### src/rtl/sw_debounce_capture.sv
// Slide-switch conditioner: two-flop synchroniser, per-bit debounce, sticky
// both-edge capture and a PIO-compatible read/write register map with level irq.
module sw_debounce_capture #(
    parameter int WIDTH           = 4,
    parameter int DEBOUNCE_CYCLES = 500000,
    parameter int CNT_W           = 19
) (
    input  logic             CLOCK_50,
    input  logic             reset,
    input  logic [WIDTH-1:0] sw_in,
    input  logic [1:0]       address,
    input  logic             read,
    input  logic             write,
    input  logic [WIDTH-1:0] writedata,
    output logic [WIDTH-1:0] readdata,
    output logic [WIDTH-1:0] sw_stable,
    output logic [WIDTH-1:0] edge_capture,
    output logic             irq
);

    typedef enum logic [1:0] {
        ADDR_DATA = 2'd0,
        ADDR_RSVD = 2'd1,
        ADDR_MASK = 2'd2,
        ADDR_EDGE = 2'd3
    } addr_e;

    localparam logic [CNT_W-1:0] CNT_MAX = CNT_W'(DEBOUNCE_CYCLES - 1);

    logic [WIDTH-1:0] sync1_q, sync1_d;
    logic [WIDTH-1:0] sync2_q, sync2_d;
    logic [CNT_W-1:0] cnt_q [WIDTH];
    logic [CNT_W-1:0] cnt_d [WIDTH];
    logic [WIDTH-1:0] stable_q, stable_d;
    logic [WIDTH-1:0] stable_prev_q, stable_prev_d;
    logic [WIDTH-1:0] cap_q, cap_d;
    logic [WIDTH-1:0] mask_q, mask_d;
    logic [WIDTH-1:0] rdata_q, rdata_d;
    logic             irq_q, irq_d;
    logic [WIDTH-1:0] clr_bits;
    addr_e            addr;

    assign addr = addr_e'(address);

    always_comb begin
        // NOTE: every output of this block gets a default first, so no path leaves a latch.
        sync1_d       = sw_in;
        sync2_d       = sync1_q;
        stable_d      = stable_q;
        stable_prev_d = stable_q;
        mask_d        = mask_q;
        rdata_d       = rdata_q;
        clr_bits      = '0;

        // A mismatch must persist DEBOUNCE_CYCLES consecutive cycles; any return
        // to the accepted level restarts the count.
        for (int i = 0; i < WIDTH; i++) begin
            cnt_d[i] = cnt_q[i];
            if (sync2_q[i] == stable_q[i]) begin
                cnt_d[i] = '0;
            end else if (cnt_q[i] == CNT_MAX) begin
                stable_d[i] = sync2_q[i];
                cnt_d[i]    = '0;
            end else begin
                cnt_d[i] = cnt_q[i] + 1'b1;
            end
        end

        if (write && addr == ADDR_EDGE) clr_bits = writedata;
        if (write && addr == ADDR_MASK) mask_d   = writedata;

        // Set term is OR-ed after the clear so a simultaneous edge is never lost.
        cap_d = (cap_q & ~clr_bits) | (stable_q ^ stable_prev_q);
        irq_d = |(cap_q & mask_q);

        if (read) begin
            unique case (addr)
                ADDR_DATA: rdata_d = stable_q;
                ADDR_MASK: rdata_d = mask_q;
                ADDR_EDGE: rdata_d = cap_q;
                ADDR_RSVD: rdata_d = '0;
            endcase
        end
    end

    always_ff @(posedge CLOCK_50) begin
        // NOTE: state uses non-blocking assignments so every flop sees pre-edge values.
        if (reset) begin
            sync1_q       <= '0;
            sync2_q       <= '0;
            // NOTE: the counter array is reset too, so a partial count never survives reset.
            cnt_q         <= '{default: '0};
            stable_q      <= '0;
            stable_prev_q <= '0;
            cap_q         <= '0;
            mask_q        <= '0;
            rdata_q       <= '0;
            irq_q         <= 1'b0;
        end else begin
            sync1_q       <= sync1_d;
            sync2_q       <= sync2_d;
            cnt_q         <= cnt_d;
            stable_q      <= stable_d;
            stable_prev_q <= stable_prev_d;
            cap_q         <= cap_d;
            mask_q        <= mask_d;
            rdata_q       <= rdata_d;
            irq_q         <= irq_d;
        end
    end

    assign readdata     = rdata_q;
    assign sw_stable    = stable_q;
    assign edge_capture = cap_q;
    assign irq          = irq_q;

endmodule

### config.mk
export PLATFORM = sky130hd
export DESIGN_NAME = sw_debounce_capture
export DESIGN_NICKNAME = d
export VERILOG_FILES = /design/src/rtl/sw_debounce_capture.sv
export SDC_FILE = /design/constraint.sdc
export NUM_CORES = 1
export LEC_CHECK = 0
export CELL_PAD_IN_SITES_DETAIL_PLACEMENT = 0
export CELL_PAD_IN_SITES_GLOBAL_PLACEMENT = 1
export CORE_ASPECT_RATIO = 0.9
export CORE_UTILIZATION = 30
export DETAILED_ROUTE_END_ITERATION = 16
export PLACE_DENSITY_LB_ADDON = 0.1
export SLEW_MARGIN = 40
export SYNTH_ARGS = -nofsm -noshare
export SYNTH_HDL_FRONTEND = slang
export SYNTH_SLANG_ARGS = --single-unit
### constraint.sdc
create_clock -name CLOCK_50 -period 2.2 [get_ports CLOCK_50]
set_input_delay 0.44 -clock CLOCK_50 [delete_from_list [all_inputs] [get_ports CLOCK_50]]
set_output_delay 0.44 -clock CLOCK_50 [all_outputs]
set_load 0.01 [all_outputs]
==> results of run 1 <==
==> power groups by stage <==
stage / sequential (mW) / clock [mW] / combinational, mW
2_1_floorplan: 1.97 / 0 / 0.0480
3_5_place_dp: 1.97 / 0 / 0.108
4_1_cts: 1.92 / 1.76 / 0.109
3_3_place_gp: 1.97 / 0 / 0.107
6_report: 1.92 / 1.69 / 0.106
5_1_grt: 1.92 / 1.85 / 0.117
==> sequential cells by signal, summed over array words and instances, names as in the netlist <==
register       flops
cnt_q             76
edge_capture       4
irq                1
mask_q             4
readdata           4
stable_prev_q      4
sw_stable          4
sync1_q            4
sync2_q            4
==> synthesized netlist by cell type (3+ instances only) <==
library cell | count | area [um2]
nand4_1 | 15 | 93.8
o31ai_1 | 10 | 75.1
a21oi_1 | 30 | 150
ha_1 | 4 | 50.1
nand2_1 | 27 | 101
dfxtp_1 | 105 | 2100
nor2b_1 | 12 | 75.1
nand3_1 | 30 | 150
clkbuf_1 | 7 | 26.3
nand2b_1 | 3 | 18.8
mux2_2 | 4 | 45.0
xor2_1 | 32 | 280
a22oi_1 | 6 | 45.0
nor4b_1 | 6 | 52.6
nor3_1 | 4 | 20.0
inv_1 | 13 | 48.8
or4_1 | 11 | 82.6
mux2i_1 | 4 | 40.0
and4_1 | 12 | 105
nor2_1 | 74 | 278
o21ai_0 | 15 | 75.1
and3_1 | 8 | 50.1
xnor2_1 | 22 | 193
nor4_1 | 4 | 25.0
or3_1 | 17 | 106
a211oi_1 | 4 | 30.0
==> through the flow <==
stage | cells | cell area, um2
after global routing | 742 | 5420
after CTS | 742 | 5420
after floorplan | 501 | 4530
final | 742 | 5420
after global placement | 726 | 5110
after detailed placement | 726 | 5110
==> metal layers <==
metal  track usage [%]  vias up
met5                 0        -
met4              3.71        0
met3              4.55        9
met2              20.2       35
met1              18.7     1657
li1                  -     1853
==> cell type report <==
| type | instances | area (um2) |
|---|---|---|
| clock buffer | 13 | 240 |
| sequential | 105 | 2100 |
| inverter | 13 | 48.8 |
| clock inverter | 3 | 65.1 |
| multi-input combinational | 372 | 2320 |
| fill | 1518 | 9300 |
| tap | 198 | 248 |
| timing repair buffer | 38 | 388 |
==> kinds of logic (layout without fill, tap and decap cells) <==
| family | after synthesis | after routing | synth area share, % |
|---|---|---|---|
| AOI/OAI and AO/OA | 71 | 71 | 9.86 |
| xor gates and xnor gates | 54 | 54 | 10.4 |
| adders and majority gates | 4 | 4 | 1.11 |
| buffers and inverters | 24 | 67 | 2.27 |
| DFF | 105 | 105 | 46.4 |
| muxes | 8 | 8 | 1.88 |
| and+or+nand+nor | 235 | 235 | 28.0 |
==> worst max-delay path, delay by kind of cell, from the launching register on <==
kind	cells	cell delay (ns)
simple gates	3	1.19
flops	1	0.34
buf+inv	1	0.16
compound gates	1	0.15
==> how the worst max path moves through the flow <==
stage          startpoint           end  slack [ns]
2_1_floorplan   cnt_q[64]     cnt_q[70]        0.25
3_3_place_gp    cnt_q[51]  sw_stable[1]        0.25
5_1_grt          cnt_q[0]     cnt_q[18]        0.13
3_5_place_dp    cnt_q[57]     cnt_q[75]        0.23
6_report        cnt_q[67]     cnt_q[64]        0.23
4_1_cts         cnt_q[57]     cnt_q[75]        0.23
==> qor.txt, run 1 <==
Status -> completed
Worst vdd ir -> 0.378 mV
Worst Path Arrival -> 2.21 ns
Final RePlAce weighted congestion -> 0.730
RR Endpoint -> cnt_q[64]
First-pass DRT Iterations -> 4
Fin worst setup slack -> 0.232 ns
Max frequency -> 508 MHz
Critical hold path startpoint -> sync1_q[1]
CP peak stage delay -> 0.58 ns
Initial DRC count -> 169
DR WL/cell -> 13.2 um
WL final -> 9830 um
Via count -> 3554
# resized after CTS -> 0
Power after layout -> 3.72 mW
Period Utilization, post-route -> 89.5%
Top fanout value on the critical path -> 19
Fin crit period -> 1.97 ns
Cell Chain, Critical Path -> or4b_1, or4_4, o21ai_4, buf_12, nor2_1
Clock sink total -> 105
Routed length on met2 -> 4180 um
Clock Path Buffers -> 2
Vias in the first global route -> 3354
Number of synthesized flops with an enable pin -> 0
Final Util -> 36.8%
Share of cells above drive strength 1 -> 6.43%
Seq/Total Area, Yosys -> 46.4%
Ys async rst share -> 0%
Via-to-Cell Ratio -> 4.79
Clock skew -> 0.00894 ns
Clock share of power -> 45.4%
Chip Height -> 119 um
Cts hold-fix bufs -> 0
Boundary pin count -> 27
RSZ-0062 raised after global routing -> no
Clock Pin Slew Worst Setup and Hold Paths -> 0.07 ns
Slew Viols, Final -> 0
Sw Pwr -> 0.749 mW
First-pass GRT wire length -> 16800 um
Sw Share -> 20.1%
Postcts setup bufs -> 0
CP required -> 2.44 ns
Area growth, synth to finish -> 19.6%
Initial Utilization -> 30.8%
Mean Syn Cell Area -> 9.04 um2
Number of inserted diodes -> 0
Yosys reg bits -> 105
WHS -> 0.435 ns
Hold Path Depth -> 1
Nets -> 557
Grt ovf -> 0
Max Used Layer -> met4
Metal3 WL -> 381 um
Seq pwr share -> 51.7%
Critical path class -> reg2reg
Slew @ Worst Pin -> 0.341 ns
GRT Util Overall -> 13.6%
Number of routed nets with antenna violations -> 0
Number of antenna violations at the first check in global routing -> 0
Combinational Power Share -> 2.8%
Post-DP HPWL -> 7040 um
TritonCTS clock tree -> done
Ys Warns -> 0
Worst slack, placed -> 0.229 ns
Post-Syn Instances -> 501
Die area -> 0.0156 mm2
Crit start category -> register
Reg2Reg Depth -> 5
CTS root buf -> clkbuf_16
Cell Int Power -> 2.97 mW
Die X -> 132 um
Synthesized Nets -> 519
# setup viols final -> 0
Crit end category -> register
H-tree depth -> 3
Library cells used by synthesis -> 43
CP max-delay cell -> or4b_1
Post-Route M1 WL -> 5160 um
Hold EP -> sync2_q[1]
Remaining DRCs -> 0
Pwr dens -> 687 mW/mm2
Flop2flop setup slack -> 0.23 ns
Worst skew pair latency -> 0.35 ns
Most common cell after layout, fill and taps aside -> dfxtp_1
CTS buffer count -> 9
Setup TNS Final -> 0 ns
Slew headroom -> 76.9%
Port Buffers -> 26
Hold Fails Final Rpt -> 0
Commonest non-fill, non-tap cells in the layout -> dfxtp_1 (105), nor2_1 (74), xor2_1 (32), nand3_1 (30), a21oi_1 (30)
Hold WC Path Type -> reg2reg
Lkg Pwr -> 1.73 nW
Top FF cell, synth -> dfxtp_1
Largest net degree at the start of global routing -> 20
FP Rows -> 42
Worst reg2reg startpoint -> cnt_q[67]
Placeable core area -> 0.0147 mm2
Mapped Area -> 0.00453 mm2
Max_cap viols -> 0
Power figures use the tool's default switching activity.
==> run 2: changes to the inputs <==
Settings changed: ABC_CLOCK_PERIOD_IN_PS from default to 2200, CORE_UTILIZATION 30 to 40, SKIP_CTS_REPAIR_TIMING from default to 1.
==> run 2 against run 1 <==
Final cell count fell by 6.7%. Via count fell by 0.31%. Routed wire length fell by 7.2%. Clock power rose by 8%. Sequential share of layout area rose by 0.46 points. Global-route usage rose by 3.0 points. Critical endpoint is now cnt_q[74]. Clock-buffer cell count fell by 3. Sequential cell count did not move. First-iteration DRC count fell by 11%. Critical path depth did not move. Highest routed layer unchanged. Non-clock buffer count fell by 4. Utilization rose by 12 points.
==> qor.txt, run 2 (same netlist as run 1, synthesis figures left out) <==
Status -> completed
Final instance area -> 0.00535 mm2 (-1.2%)
Area taken by multi-input logic gates -> 0.00232 mm2 (unchanged)
Placeable core area -> 0.0109 mm2 (-26%)
FP Rows -> 36 (-14%)
Number of inserted diodes -> 0 (unchanged)
Reg2Reg Depth -> 5 (unchanged)
Power after layout -> 3.86 mW (+3.7%)
Die X -> 114 um (-13%)
Hold Fails Final Rpt -> 0 (unchanged)
Critical path class -> reg2reg
Most flops, register -> cnt_q
Final RePlAce weighted congestion -> 0.753 (+3.2%)
Worst vdd ir -> 0.422 mV (+11%)
Post-DP HPWL -> 6390 um (-9.2%)
Cell Chain, Critical Path -> or4b_1, or4_4, o21ai_4, buf_12, a21oi_1
Largest net degree at the start of global routing -> 20 (unchanged)
Clock Path Buffers -> 2 (unchanged)
Crit end category -> register
Grt ovf -> 0 (unchanged)
Boundary pin count -> 27 (unchanged)
Cell Count, Final, Fillers Out -> 692 (-6.7%)
Number of routed nets with antenna violations -> 0 (unchanged)
TritonCTS clock tree -> done
H-tree depth -> 3 (unchanged)
Crit start category -> register
Initial Utilization -> 41.4% (+11 points)
Sw Share -> 20.0% (-0.15 points)
Combinational Power Share -> 2.6% (-0.2 points)
DR WL/cell -> 13.2 um (-0.44%)
Area growth, synth to finish -> 18.2%
Worst Setup SP -> cnt_q[64]
Most common cell after layout, fill and taps aside -> dfxtp_1
# setup viols final -> 0 (unchanged)
Remaining DRCs -> 0 (unchanged)
Lkg Pwr -> 1.73 nW (-0.28%)
Clock skew -> 0.00653 ns (-0.00241 ns)
CP max-delay cell -> or4_4
Clock share of power -> 47.5% (+2.1 points)
Share of cells above drive strength 1 -> 6.30% (-0.14 points)
Port Buffers -> 26 (unchanged)
Flip-flop count of the largest register after layout -> 76 (unchanged)
Worst Path Arrival -> 2.17 ns (-0.04 ns)
Clock Pin Slew Worst Setup and Hold Paths -> 0.07 ns (about the same)
First-pass GRT wire length -> 15400 um (-8.6%)
WL final -> 9130 um (-7.2%)
Period Utilization, post-route -> 88.4% (-1.1 points)
Slew @ Worst Pin -> 0.368 ns (+0.0265 ns)
First-pass DRT Iterations -> 4 (unchanged)
Number of antenna violations at the first check in global routing -> 0 (unchanged)
Slew headroom -> 75.1% (-1.8 points)
Die area -> 0.0118 mm2 (-25%)
Seq pwr share -> 49.9% (-1.8 points)
Placed insts -> 676 (-6.9%)
Critical Path End -> cnt_q[74]
Via count -> 3543 (-0.31%)
Worst reg2reg startpoint -> cnt_q[64]
Setup TNS Final -> 0 ns (unchanged)
CP required -> 2.43 ns (about the same)
WHS -> 0.448 ns (+0.0128 ns)
CP peak stage delay -> 0.57 ns (about the same)
Reg area -> 0.00210 mm2 (unchanged)
CTS root buf -> clkbuf_16
Max frequency -> 514 MHz (+1.2%)
Slew Viols, Final -> 0 (unchanged)
Worst skew pair latency -> 0.34 ns (about the same)
Vias in the first global route -> 3156 (-5.9%)
Nets -> 553 (-0.72%)
Top fanout value on the critical path -> 19 (unchanged)
Cell Int Power -> 3.09 mW (+3.9%)
Fill cells -> 1077 (-29%)
GRT Util Overall -> 16.6% (+3.0 points)
Hold WC Path Type -> reg2reg
Via-to-Cell Ratio -> 5.12 (+6.9%)
Clock sink total -> 105 (unchanged)
Chip Height -> 103 um (-13%)
CTS buffer count -> 9 (unchanged)
RR Endpoint -> cnt_q[74]
RSZ-0062 raised after global routing -> no
Fin crit period -> 1.94 ns (-0.0238 ns)
Cell Area, Placed -> 0.00501 mm2 (-2.0%)
Pwr dens -> 721 mW/mm2 (+5.0%)
Sw Pwr -> 0.771 mW (+3.0%)
Max_cap viols -> 0 (unchanged)
Flop2flop setup slack -> 0.26 ns (+0.02 ns)
Initial DRC count -> 151 (-11%)
Commonest non-fill, non-tap cells in the layout -> dfxtp_1 (105), nor2_1 (74), xor2_1 (32), nand3_1 (30), a21oi_1 (30)
run 2: worst min-delay path by stage:
stage / startpoint / to / slack [ns] / cells past startpoint
detailed placement: sync1_q[0] / sync2_q[0] / 0.43 / 1
global route: sync1_q[3] / sync2_q[3] / 0.47 / 1
CTS: sync1_q[3] / sync2_q[3] / 0.45 / 1
floorplan: sync1_q[0] / sync2_q[0] / 0.41 / 1
global placement: sync1_q[2] / sync2_q[2] / 0.43 / 1
finish: sync1_q[1] / sync2_q[1] / 0.45 / 1
run 2: metrics by stage:
stage	util, %	setup WS (ns)
floorplan	-	0.250
global placement	45.8	0.284
detailed placement	45.8	0.258
CTS	48.9	0.247
global route	48.9	0.142
finish	48.9	0.256
run 2: cell type report:
type                    instances  area share, %
clock inverters                 6           2.10
inverters                      13          0.912
well taps                     152           3.55
flip-flops and latches        105           39.3
multi-input cells             372           43.4
repair buffers                 34           6.45
clock buffers                  10           4.28
run 2: per-layer routing:
layer	part of all wire, %	vias up	wire (um)	track usage [%]
met5	0	-	0	0
met4	1.2	0	112	5.09
met3	3.3	10	301	4.29
met2	43	48	3920	25.1
met1	53	1636	4790	23.2
li1	-	1849	-	-
run 2: power groups by stage:
stage | clock network (mW) | logic (mW) | registers [mW]
after detailed placement | 0 | 0.101 | 1.97
after global placement | 0 | 0.101 | 1.97
after floorplan | 0 | 0.0480 | 1.97
after global routing | 1.96 | 0.111 | 1.93
final | 1.83 | 0.100 | 1.92
after CTS | 1.88 | 0.101 | 1.92
run 2: critical path: cells and delay by family (launching register included):
family	cells	cell delay [ns]
AOI/OAI and AO/OA	2	0.21
buffers and inverters	1	0.16
DFF	1	0.36
and+or+nand+nor	2	1.10
